===== src/rtl/ascon_unpadder.sv =====
// Output-side unpadder: re-frames 64-bit core rate words into a byte-accurate AXI4-Stream.
// Optional sticky framing-error detector enabled by defining ASCON_UNPADDER_ERR_EN.
package ascon_unpadder_pkg;
   typedef enum logic [2:0] {
      MODE_AEAD_ENC = 3'd0,
      MODE_AEAD_DEC = 3'd1,
      MODE_HASH     = 3'd2,
      MODE_XOF      = 3'd3,
      MODE_CXOF     = 3'd4
   } ascon_mode_t;

   typedef enum logic [1:0] {
      TUSER_CT  = 2'd0,
      TUSER_PT  = 2'd1,
      TUSER_MSG = 2'd2,
      TUSER_TAG = 2'd3
   } axi_tuser_t;
endpackage

module ascon_unpadder
   import ascon_unpadder_pkg::*;
#(
   parameter int CNT_W      = 32,
   parameter bit DROP_EMPTY = 1'b1
) (
   input  logic             clk,
   input  logic             rst,
   input  ascon_mode_t      mode_i,
   input  logic [63:0]      core_tdata_i,
   input  logic [7:0]       core_tkeep_i,
   input  axi_tuser_t       core_tuser_i,
   input  logic             core_tlast_i,
   input  logic             core_tvalid_i,
   output logic             core_tready_o,
   output logic [63:0]      m_axis_tdata_o,
   output logic [7:0]       m_axis_tkeep_o,
   output axi_tuser_t       m_axis_tuser_o,
   output logic             m_axis_tlast_o,
   output logic             m_axis_tvalid_o,
   input  logic             m_axis_tready_i,
   output logic [CNT_W-1:0] msg_bytes_o,
   output logic             err_o
);

   typedef enum logic [1:0] {HOLD_EMPTY, HOLD_WAIT, HOLD_LAST} state_t;

   state_t           r_state;
   logic             r_live;
   logic [63:0]      r_data;
   logic [7:0]       r_keep;
   axi_tuser_t       r_user;
   logic [CNT_W-1:0] r_count;

   logic [7:0]       w_inKeep;
   logic [63:0]      w_inData;
   logic             w_dropEn;
   logic             w_drop;
   logic             w_cFire;
   logic             w_mFire;
   logic [CNT_W:0]   w_sum;
   logic [CNT_W-1:0] w_total;

   function automatic logic [3:0] popcount8(input logic [7:0] k);
      logic [3:0] c;
      c = 4'd0;
      for (int i = 0; i < 8; i++) c = c + {3'd0, k[i]};
      return c;
   endfunction

   // Tag words are always full; everything else is masked by its own keep.
   assign w_inKeep = (core_tuser_i == TUSER_TAG) ? 8'hFF : core_tkeep_i;

   always_comb begin
      w_inData = '0;
      for (int i = 0; i < 8; i++)
         w_inData[8*i +: 8] = w_inKeep[i] ? core_tdata_i[8*i +: 8] : 8'h00;
   end

   assign w_dropEn = DROP_EMPTY && (core_tuser_i != TUSER_TAG) &&
                     ((mode_i == MODE_AEAD_ENC) || (mode_i == MODE_AEAD_DEC));
   assign w_drop   = core_tlast_i && (core_tkeep_i == 8'h00) && w_dropEn;

   // Handshake controls; in HOLD_WAIT the visible core word decides tvalid/tlast.
   always_comb begin
      core_tready_o   = 1'b0;
      m_axis_tvalid_o = 1'b0;
      m_axis_tlast_o  = 1'b0;
      case (r_state)
         HOLD_EMPTY: core_tready_o = r_live;
         HOLD_WAIT: begin
            core_tready_o   = m_axis_tready_i;
            m_axis_tvalid_o = core_tvalid_i;
            m_axis_tlast_o  = w_drop;
         end
         HOLD_LAST: begin
            m_axis_tvalid_o = 1'b1;
            m_axis_tlast_o  = 1'b1;
         end
         default: ;
      endcase
   end

   assign w_cFire = core_tvalid_i && core_tready_o;
   assign w_mFire = m_axis_tvalid_o && m_axis_tready_i;

   assign m_axis_tdata_o = r_data;
   assign m_axis_tkeep_o = r_keep;
   assign m_axis_tuser_o = r_user;

   assign w_sum       = {1'b0, r_count} + (CNT_W+1)'(popcount8(r_keep));
   assign w_total     = w_sum[CNT_W] ? {CNT_W{1'b1}} : w_sum[CNT_W-1:0];
   assign msg_bytes_o = (r_state == HOLD_EMPTY) ? r_count : w_total;

   // Hold register, state and byte counter; a dropped trailing word is consumed but never loaded.
   always_ff @(posedge clk or negedge rst) begin
      if (!rst) begin
         r_state <= HOLD_EMPTY;
         r_live  <= 1'b0;
         r_data  <= '0;
         r_keep  <= '0;
         r_user  <= TUSER_CT;
         r_count <= '0;
      end else begin
         r_live <= 1'b1;
         if (w_mFire) r_count <= m_axis_tlast_o ? '0 : w_total;
         case (r_state)
            HOLD_EMPTY: begin
               if (w_cFire) begin
                  r_data  <= w_inData;
                  r_keep  <= w_inKeep;
                  r_user  <= core_tuser_i;
                  r_state <= core_tlast_i ? HOLD_LAST : HOLD_WAIT;
               end
            end
            HOLD_WAIT: begin
               if (w_mFire) begin
                  if (w_drop) begin
                     r_state <= HOLD_EMPTY;
                  end else begin
                     r_data  <= w_inData;
                     r_keep  <= w_inKeep;
                     r_user  <= core_tuser_i;
                     r_state <= core_tlast_i ? HOLD_LAST : HOLD_WAIT;
                  end
               end
            end
            HOLD_LAST: if (m_axis_tready_i) r_state <= HOLD_EMPTY;
            default:   r_state <= HOLD_EMPTY;
         endcase
      end
   end

`ifdef ASCON_UNPADDER_ERR_EN
   logic       r_err;
   logic       r_midPkt;
   axi_tuser_t r_prevUser;
   logic       w_badKeep;
   logic       w_badUser;

   // A last keep is legal only as a run of ones from bit 0 (x & (x+1) == 0).
   assign w_badKeep = core_tlast_i ? ((core_tkeep_i & (core_tkeep_i + 8'd1)) != 8'd0)
                                   : (core_tkeep_i != 8'hFF);
   assign w_badUser = r_midPkt && (core_tuser_i != r_prevUser);

   always_ff @(posedge clk or negedge rst) begin
      if (!rst) begin
         r_err      <= 1'b0;
         r_midPkt   <= 1'b0;
         r_prevUser <= TUSER_CT;
      end else if (w_cFire) begin
         r_err      <= r_err | w_badKeep | w_badUser;
         r_midPkt   <= !core_tlast_i;
         r_prevUser <= core_tuser_i;
      end
   end

   assign err_o = r_err;
`else
   assign err_o = 1'b0;
`endif

endmodule


===== config.mk =====
export PLATFORM = sky130hd
export DESIGN_NAME = ascon_unpadder
export DESIGN_NICKNAME = d
export VERILOG_FILES = /design/src/rtl/ascon_unpadder.sv
export SDC_FILE = /design/constraint.sdc
export NUM_CORES = 1
export LEC_CHECK = 0
export BUFFER_PORTS_ARGS = -buffer_cell sky130_fd_sc_hd__buf_4
export CAP_MARGIN = 20
export CELL_PAD_IN_SITES_DETAIL_PLACEMENT = 2
export CELL_PAD_IN_SITES_GLOBAL_PLACEMENT = 2
export CORE_UTILIZATION = 27
export DETAILED_ROUTE_END_ITERATION = 6
export MAX_ROUTING_LAYER = met4
export PLACE_DENSITY = 0.82
export SLEW_MARGIN = 20
export SYNTH_ARGS = -nofsm -noshare
export SYNTH_HDL_FRONTEND = slang
export SYNTH_SLANG_ARGS = --single-unit

===== constraint.sdc =====
create_clock -name clk -period 4.3 [get_ports clk]
set_input_delay 0.645 -clock clk [delete_from_list [all_inputs] [get_ports clk]]
set_output_delay 0.645 -clock clk [all_outputs]
set_load 0.005 [all_outputs]

==> impl_metrics.tcl, run 1 <==
set metrics [dict create \
    setup_violations 32 \
    die_w_um 151 \
    synth_seq_area_share_pct 45.4 \
    nets 1002 \
    setup_ws_ps -670 \
    initial_core_util_pct 27.6 \
    antenna_found_initial 1 \
    hpwl_um 18000 \
    final_common_cell "buf_4" \
    synthToLayoutAreaGrowth_pct 48.0 \
    slew_headroom_pct 24.4 \
    cp_max_fo 4 \
    violations "negative setup slack" \
    dpl_cell_area_um2 8000 \
    grt_max_degree 80 \
    place_congestion 0.826 \
    cap_violations 0 \
    tightest_slew_ps 1120 \
    grt_pass1_vias 6873 \
    endpoint_kind "output port" \
    wire_per_inst_um 21.7 \
    max_freq_mhz 201 \
    clock_latency_ps 370 \
    first_pass_iters 4 \
    whs_ps 314 \
    startpoint_type "flip-flop" \
    p_leak_uw 0.00429 \
    post-route-period-util_pct 116 \
    ys_types 55 \
    yosysWarningCount 0 \
    async_reset_ff_share_pct 100 \
    layout-drive-gt1-share_pct 37.1 \
    hp-class "in -> async" \
    overflow 0 \
    holdBufCountCts 0 \
    port_buffers 189 \
    ys.flop_type "dfrtp_1" \
    htree_levels 3 \
    skew_ps 12.5 \
    rows 54 \
    worstSetupPathType "reg -> out" \
    syn_area_um2 6010 \
    coreArea_um2 21800 \
    slew_violations 0 \
    grt_pass1_wl_um 38700 \
    cts-root-buf "clkbuf_16" \
    detail-route-antenna-nets 0 \
    ys_ff_latch 109 \
    finalCoreUtilization_pct 40.8 \
    layout_common_cells "buf_4 (223), nand2_1 (168), dfrtp_1 (109)" \
    clk_path_buf_depth 2 \
    totalWireLength_um 25800 \
    io_pins 192 \
    synth_fp_nets 795 \
    die_y_um 151 \
    peakVddDrop_mv 0.571 \
    final_area_um2 8900 \
    required_ps 3650 \
    rsz0062_at_grt "true" \
    status "finished with violations" \
    regToRegStartpoint "m_axis_tkeep_o[0]$_DFFE_PN0P_" \
    cts_tree "done" \
    place_ws_ps -459 \
    synth.avg_cell_area_um2 8.60 \
    syn_inst 699 \
    path_clk_slew_ps 90 \
    grt_use_total_pct 23.0 \
    drc_errors 0 \
    drt_iter0_drc 179 \
    vias 6369 \
    die_area_um2 22900 \
    cp-startpoint "m_axis_tkeep_o[0]$_DFFE_PN0P_" \
    via_per_inst 5.34 \
    powerDensity_nw_per_um2 732 \
    tns_ps -17940 \
    synth_edf_count 0 \
    cts_sinks 109 \
    cts_buffers 9 \
    min_period_ps 4970 \
    finalHoldViolCount 0 \
    cp_data_arrival_time_ps 4320 \
]
worst max-delay path: stages, from the launching register on:
cell and delay (ps):
dfrtp_1 410, fa_1 550, inv_1 50, fa_1 500, fa_1 440, fa_2 390
inv_2 80, fa_2 200, a211o_1 160, and4_4 280, nand4_1 230, nor2_1 230
mux2_4 320, buf_6 110
synthesized netlist by cell type (3+ instances only):
cell type	count	share of area, %
a211o_1	3	0.44
nand2b_1	8	0.83
clkbuf_1	31	1.9
mux2_2	7	1.3
o21ai_0	14	1.2
nor2_1	21	1.3
dfrtp_1	109	45
fa_1	5	1.7
a31oi_1	27	2.8
nand3_1	77	6.4
o31ai_1	4	0.50
and3_1	12	1.2
a41oi_1	7	1.0
a311oi_1	8	1.2
nand4_1	13	1.4
and4_1	13	1.9
buf_2	17	1.4
ha_1	9	1.9
o211a_1	3	0.50
and2_1	7	0.73
a211oi_1	8	1.0
o21ai_1	6	0.50
buf_4	3	0.37
a21o_1	4	0.50
nand2_1	170	11
inv_1	23	1.4
nor3_1	15	1.2
a21oi_1	33	2.7
path summary, 6_finish.rpt:
| kind | end | slack [ps] | cells after the start |
|---|---|---|---|
| setup / recovery | msg_bytes_o[28] | -670 | 13 |
| hold / removal | r_count[15]$_DFFE_PN0P_ | 310 | 1 |
| setup reg to reg | r_count[9]$_DFFE_PN0P_ | 190 | 14 |
| hold reg to reg | m_axis_tdata_o[61]$_DFFE_PN0P_ | 480 | 2 |
| max in group asynchronous | m_axis_tdata_o[16]$_DFFE_PN0P_ | 3140 | 2 |
| min in group clk | m_axis_tdata_o[61]$_DFFE_PN0P_ | 480 | 2 |
power breakdown:
group	internal, uW	switching [uW]
registers	1360	205
logic	1760	2280
clock network	424	487
total	3540	2970
repair_timing:
action,4_1_cts,5_1_grt
pin swaps,28,17
gates cloned,0,0
buffers inserted,10,3
setup endpoints to repair,32,32
resized for setup,71,31
layer usage:
layer | vias up | GRT usage, % | wire, um
met4 | 0 | 9.15 | 799
met1 | 3256 | 26.6 | 10300
met2 | 181 | 39.3 | 13300
li1 | 2886 | - | -
met3 | 46 | 3.98 | 1380
met5 | - | - | 0
final cells by class:
type | instances | area (um2)
flip-flops and latches | 109 | 2730
clock inverters | 7 | 91.3
fillers | 2441 | 12900
inverters | 23 | 86.3
clock buffers | 9 | 225
multi-input cells | 513 | 3390
diodes | 1 | 2.50
well taps | 280 | 350
repair buffers | 250 | 2030
stage by stage:
step	total power [uW]	cells
after floorplan	3360	699
after global placement	4770	1167
after detailed placement	4960	1167
after CTS	6330	1189
after global routing	6970	1192
final	6520	1192
flip-flops by register name, summed over array words and instances (netlist names):
signal and count:
r_count 32, m_axis_tdata_o 64, m_axis_tuser_o 2, m_axis_tkeep_o 8
r_state 2, r_live 1
logic make-up after synthesis:
| family | Yosys count | share of synthesized area [%] |
|---|---|---|
| AOI/OAI and AO/OA | 136 | 16.0 |
| xor gates and xnor gates | 1 | 0.146 |
| adders and majority gates | 14 | 3.54 |
| buffers and inverters | 77 | 5.60 |
| DFF | 109 | 45.4 |
| muxes | 9 | 1.64 |
| other | 2 | 0.125 |
| and+or+nand+nor | 351 | 27.6 |
No activity file was read; power rests on OpenSTA's default activity.
==> run 2, diff against run 1 <==
CORE_MARGIN = 1.5   (was unset)
==> run 2 against run 1 <==
Flip-flop and latch count unchanged. Power grew 1.1%. Final cell count rose by 0.34%. Wire length rose by 4.7%. Hold slack lost 34 ps. The flow still finishes with violations (negative setup slack). Register-to-register slack got worse by 170 ps. Clock power decreased by 1%. Die area is 1.3% higher. Maximum frequency is 0.21% higher.
==> impl_metrics.tcl, run 2 (synthesized netlist as in run 1, its figures left out) <==
set metrics [dict create \
    vias 6436 \
    place_ws_ps -480 \
    clock_latency_ps 380 \
    r2r_setup_slack_ps 20 \
    rows 54 \
    cp_slowest_cell "fa_1" \
    clk_path_buf_depth 2 \
    nets 1007 \
    detail-route-antenna-nets 0 \
    p_leak_uw 0.00435 \
    cts_buffers 9 \
    drc_errors 0 \
    powerDensity_nw_per_um2 730 \
    instances_no_fill 1196 \
    drt_iter0_drc 311 \
    setup_ws_ps -660 \
    totalWireLength_um 27000 \
    io_pins 192 \
    cp_max_fo 12 \
    num-fill-cells 2374 \
    die_y_um 152 \
    cts_sinks 109 \
    cap_violations 0 \
    cp_top_family "adder cells" \
    endpoint_kind "output port" \
    finalHoldViolCount 0 \
    hpwl_um 17700 \
    antenna_found_initial 0 \
    initial_core_util_pct 27.6 \
    overflow 0 \
    grt_max_degree 80 \
    coreArea_um2 21800 \
    skew_ps 11.0 \
    die_area_um2 23200 \
    path_cells "fa_1 > inv_2 > fa_1 > fa_1 > fa_2 > buf_4 > buf_4 > nor2b_4 > o211ai_4 > a211oi_2 > buf_6 > buf_4 > nand4_1 > o211a_1 > buf_4" \
    total_power_uw 6580 \
    layout-drive-gt1-share_pct 38.3 \
    path_clk_slew_ps 90 \
    grt_use_total_pct 22.9 \
    finalCoreUtilization_pct 41.3 \
    worstSetupPathType "reg -> out" \
    final_common_cell "buf_4" \
    peakVddDrop_mv 0.552 \
    cts_tree "done" \
    slowest_delay_ps 570 \
    die_w_um 152 \
    startpoint_type "flip-flop" \
    violations "negative setup slack" \
    cpMostUsedCell "buf_4" \
    max_freq_mhz 202 \
    cp_data_arrival_time_ps 4310 \
    htree_levels 3 \
    place_congestion 0.829 \
    port_buffers 189 \
    setup_violations 32 \
    slew_headroom_pct 25.7 \
    status "finished with violations" \
    dpl.cell_count 1168 \
    layout_common_cells "buf_4 (218), nand2_1 (168), dfrtp_1 (109)" \
    synthToLayoutAreaGrowth_pct 50.0 \
    holdBufCountCts 0 \
    wire_per_inst_um 22.6 \
    cts-root-buf "clkbuf_16" \
    via_per_inst 5.38 \
    tns_ps -18480 \
    slew_violations 0 \
    rsz0062_at_grt "true" \
    largest_register_ffs 64 \
    crit_buf_inv 6 \
    first_pass_iters 5 \
    grt_pass1_vias 7048 \
    antennaDiodeCount 0 \
    hp-class "in -> async" \
    post-route-period-util_pct 115 \
    grt_pass1_wl_um 40900 \
    required_ps 3650 \
    tightest_slew_ps 1100 \
    min_period_ps 4960 \
]
-- run 2: worst reg2reg max path, delay by kind of cell (launching register included) --
kind	cells	cell delay, ps
fa+ha+maj	5	2080
buf+inv	5	650
compound gates	2	310
simple gates	3	740
flops	1	410
-- run 2: repair_timing --
action | 4_1_cts | 5_1_grt
gates resized for setup | 68 | 62
setup endpoints to repair | 32 | 32
pin swaps | 11 | 17
setup buffers | 8 | 7
-- run 2: worst paths after layout --
kind / start / end / cells past startpoint
max: m_axis_tkeep_o[0]$_DFFE_PN0P_ / msg_bytes_o[21] / 15
min: rst / r_count[19]$_DFFE_PN0P_ / 1
max reg2reg: m_axis_tkeep_o[0]$_DFFE_PN0P_ / r_count[18]$_DFFE_PN0P_ / 15
min reg2reg: m_axis_tdata_o[16]$_DFFE_PN0P_ / m_axis_tdata_o[16]$_DFFE_PN0P_ / 2
max in group asynchronous: rst / m_axis_tdata_o[59]$_DFFE_PN0P_ / 2
min in group clk: m_axis_tdata_o[16]$_DFFE_PN0P_ / m_axis_tdata_o[16]$_DFFE_PN0P_ / 2
-- run 2: routing by layer --
metal  routed length [um]  global-route usage [%]  up-vias
li1                     -                       -     2895
met1                11000                    27.3     3243
met2                13800                    38.8      235
met3                 1230                    2.62       63
met4                 1000                    10.5        0
met5                    0                       -        -
-- run 2: metrics by stage --
stage               hold slack (ps)  instance area (um2)
CTS                             316                 8640
global placement                451                 7980
detailed placement              458                 7980
floorplan                       349                 6030
finish                          280                 9020
global route                    335                 9020
-- run 2: power breakdown --
part / switching (uW) / internal (uW) / leakage (uW)
clock: 479 / 422 / 0.000151
combinational: 2310 / 1820 / 0.00277
sequential: 199 / 1360 / 0.00142
total: 2980 / 3600 / 0.00435
-- run 2: area by class of cell --
class                      count  area, um2  area share (%)
multi-input combinational    513       3460            38.4
sequential                   109       2730            30.2
timing repair buffer         255       2080            23.1
tap                          280        350            3.89
clock buffer                   9        225            2.50
inverter                      23       86.3           0.957
clock inverter                 7       83.8           0.930
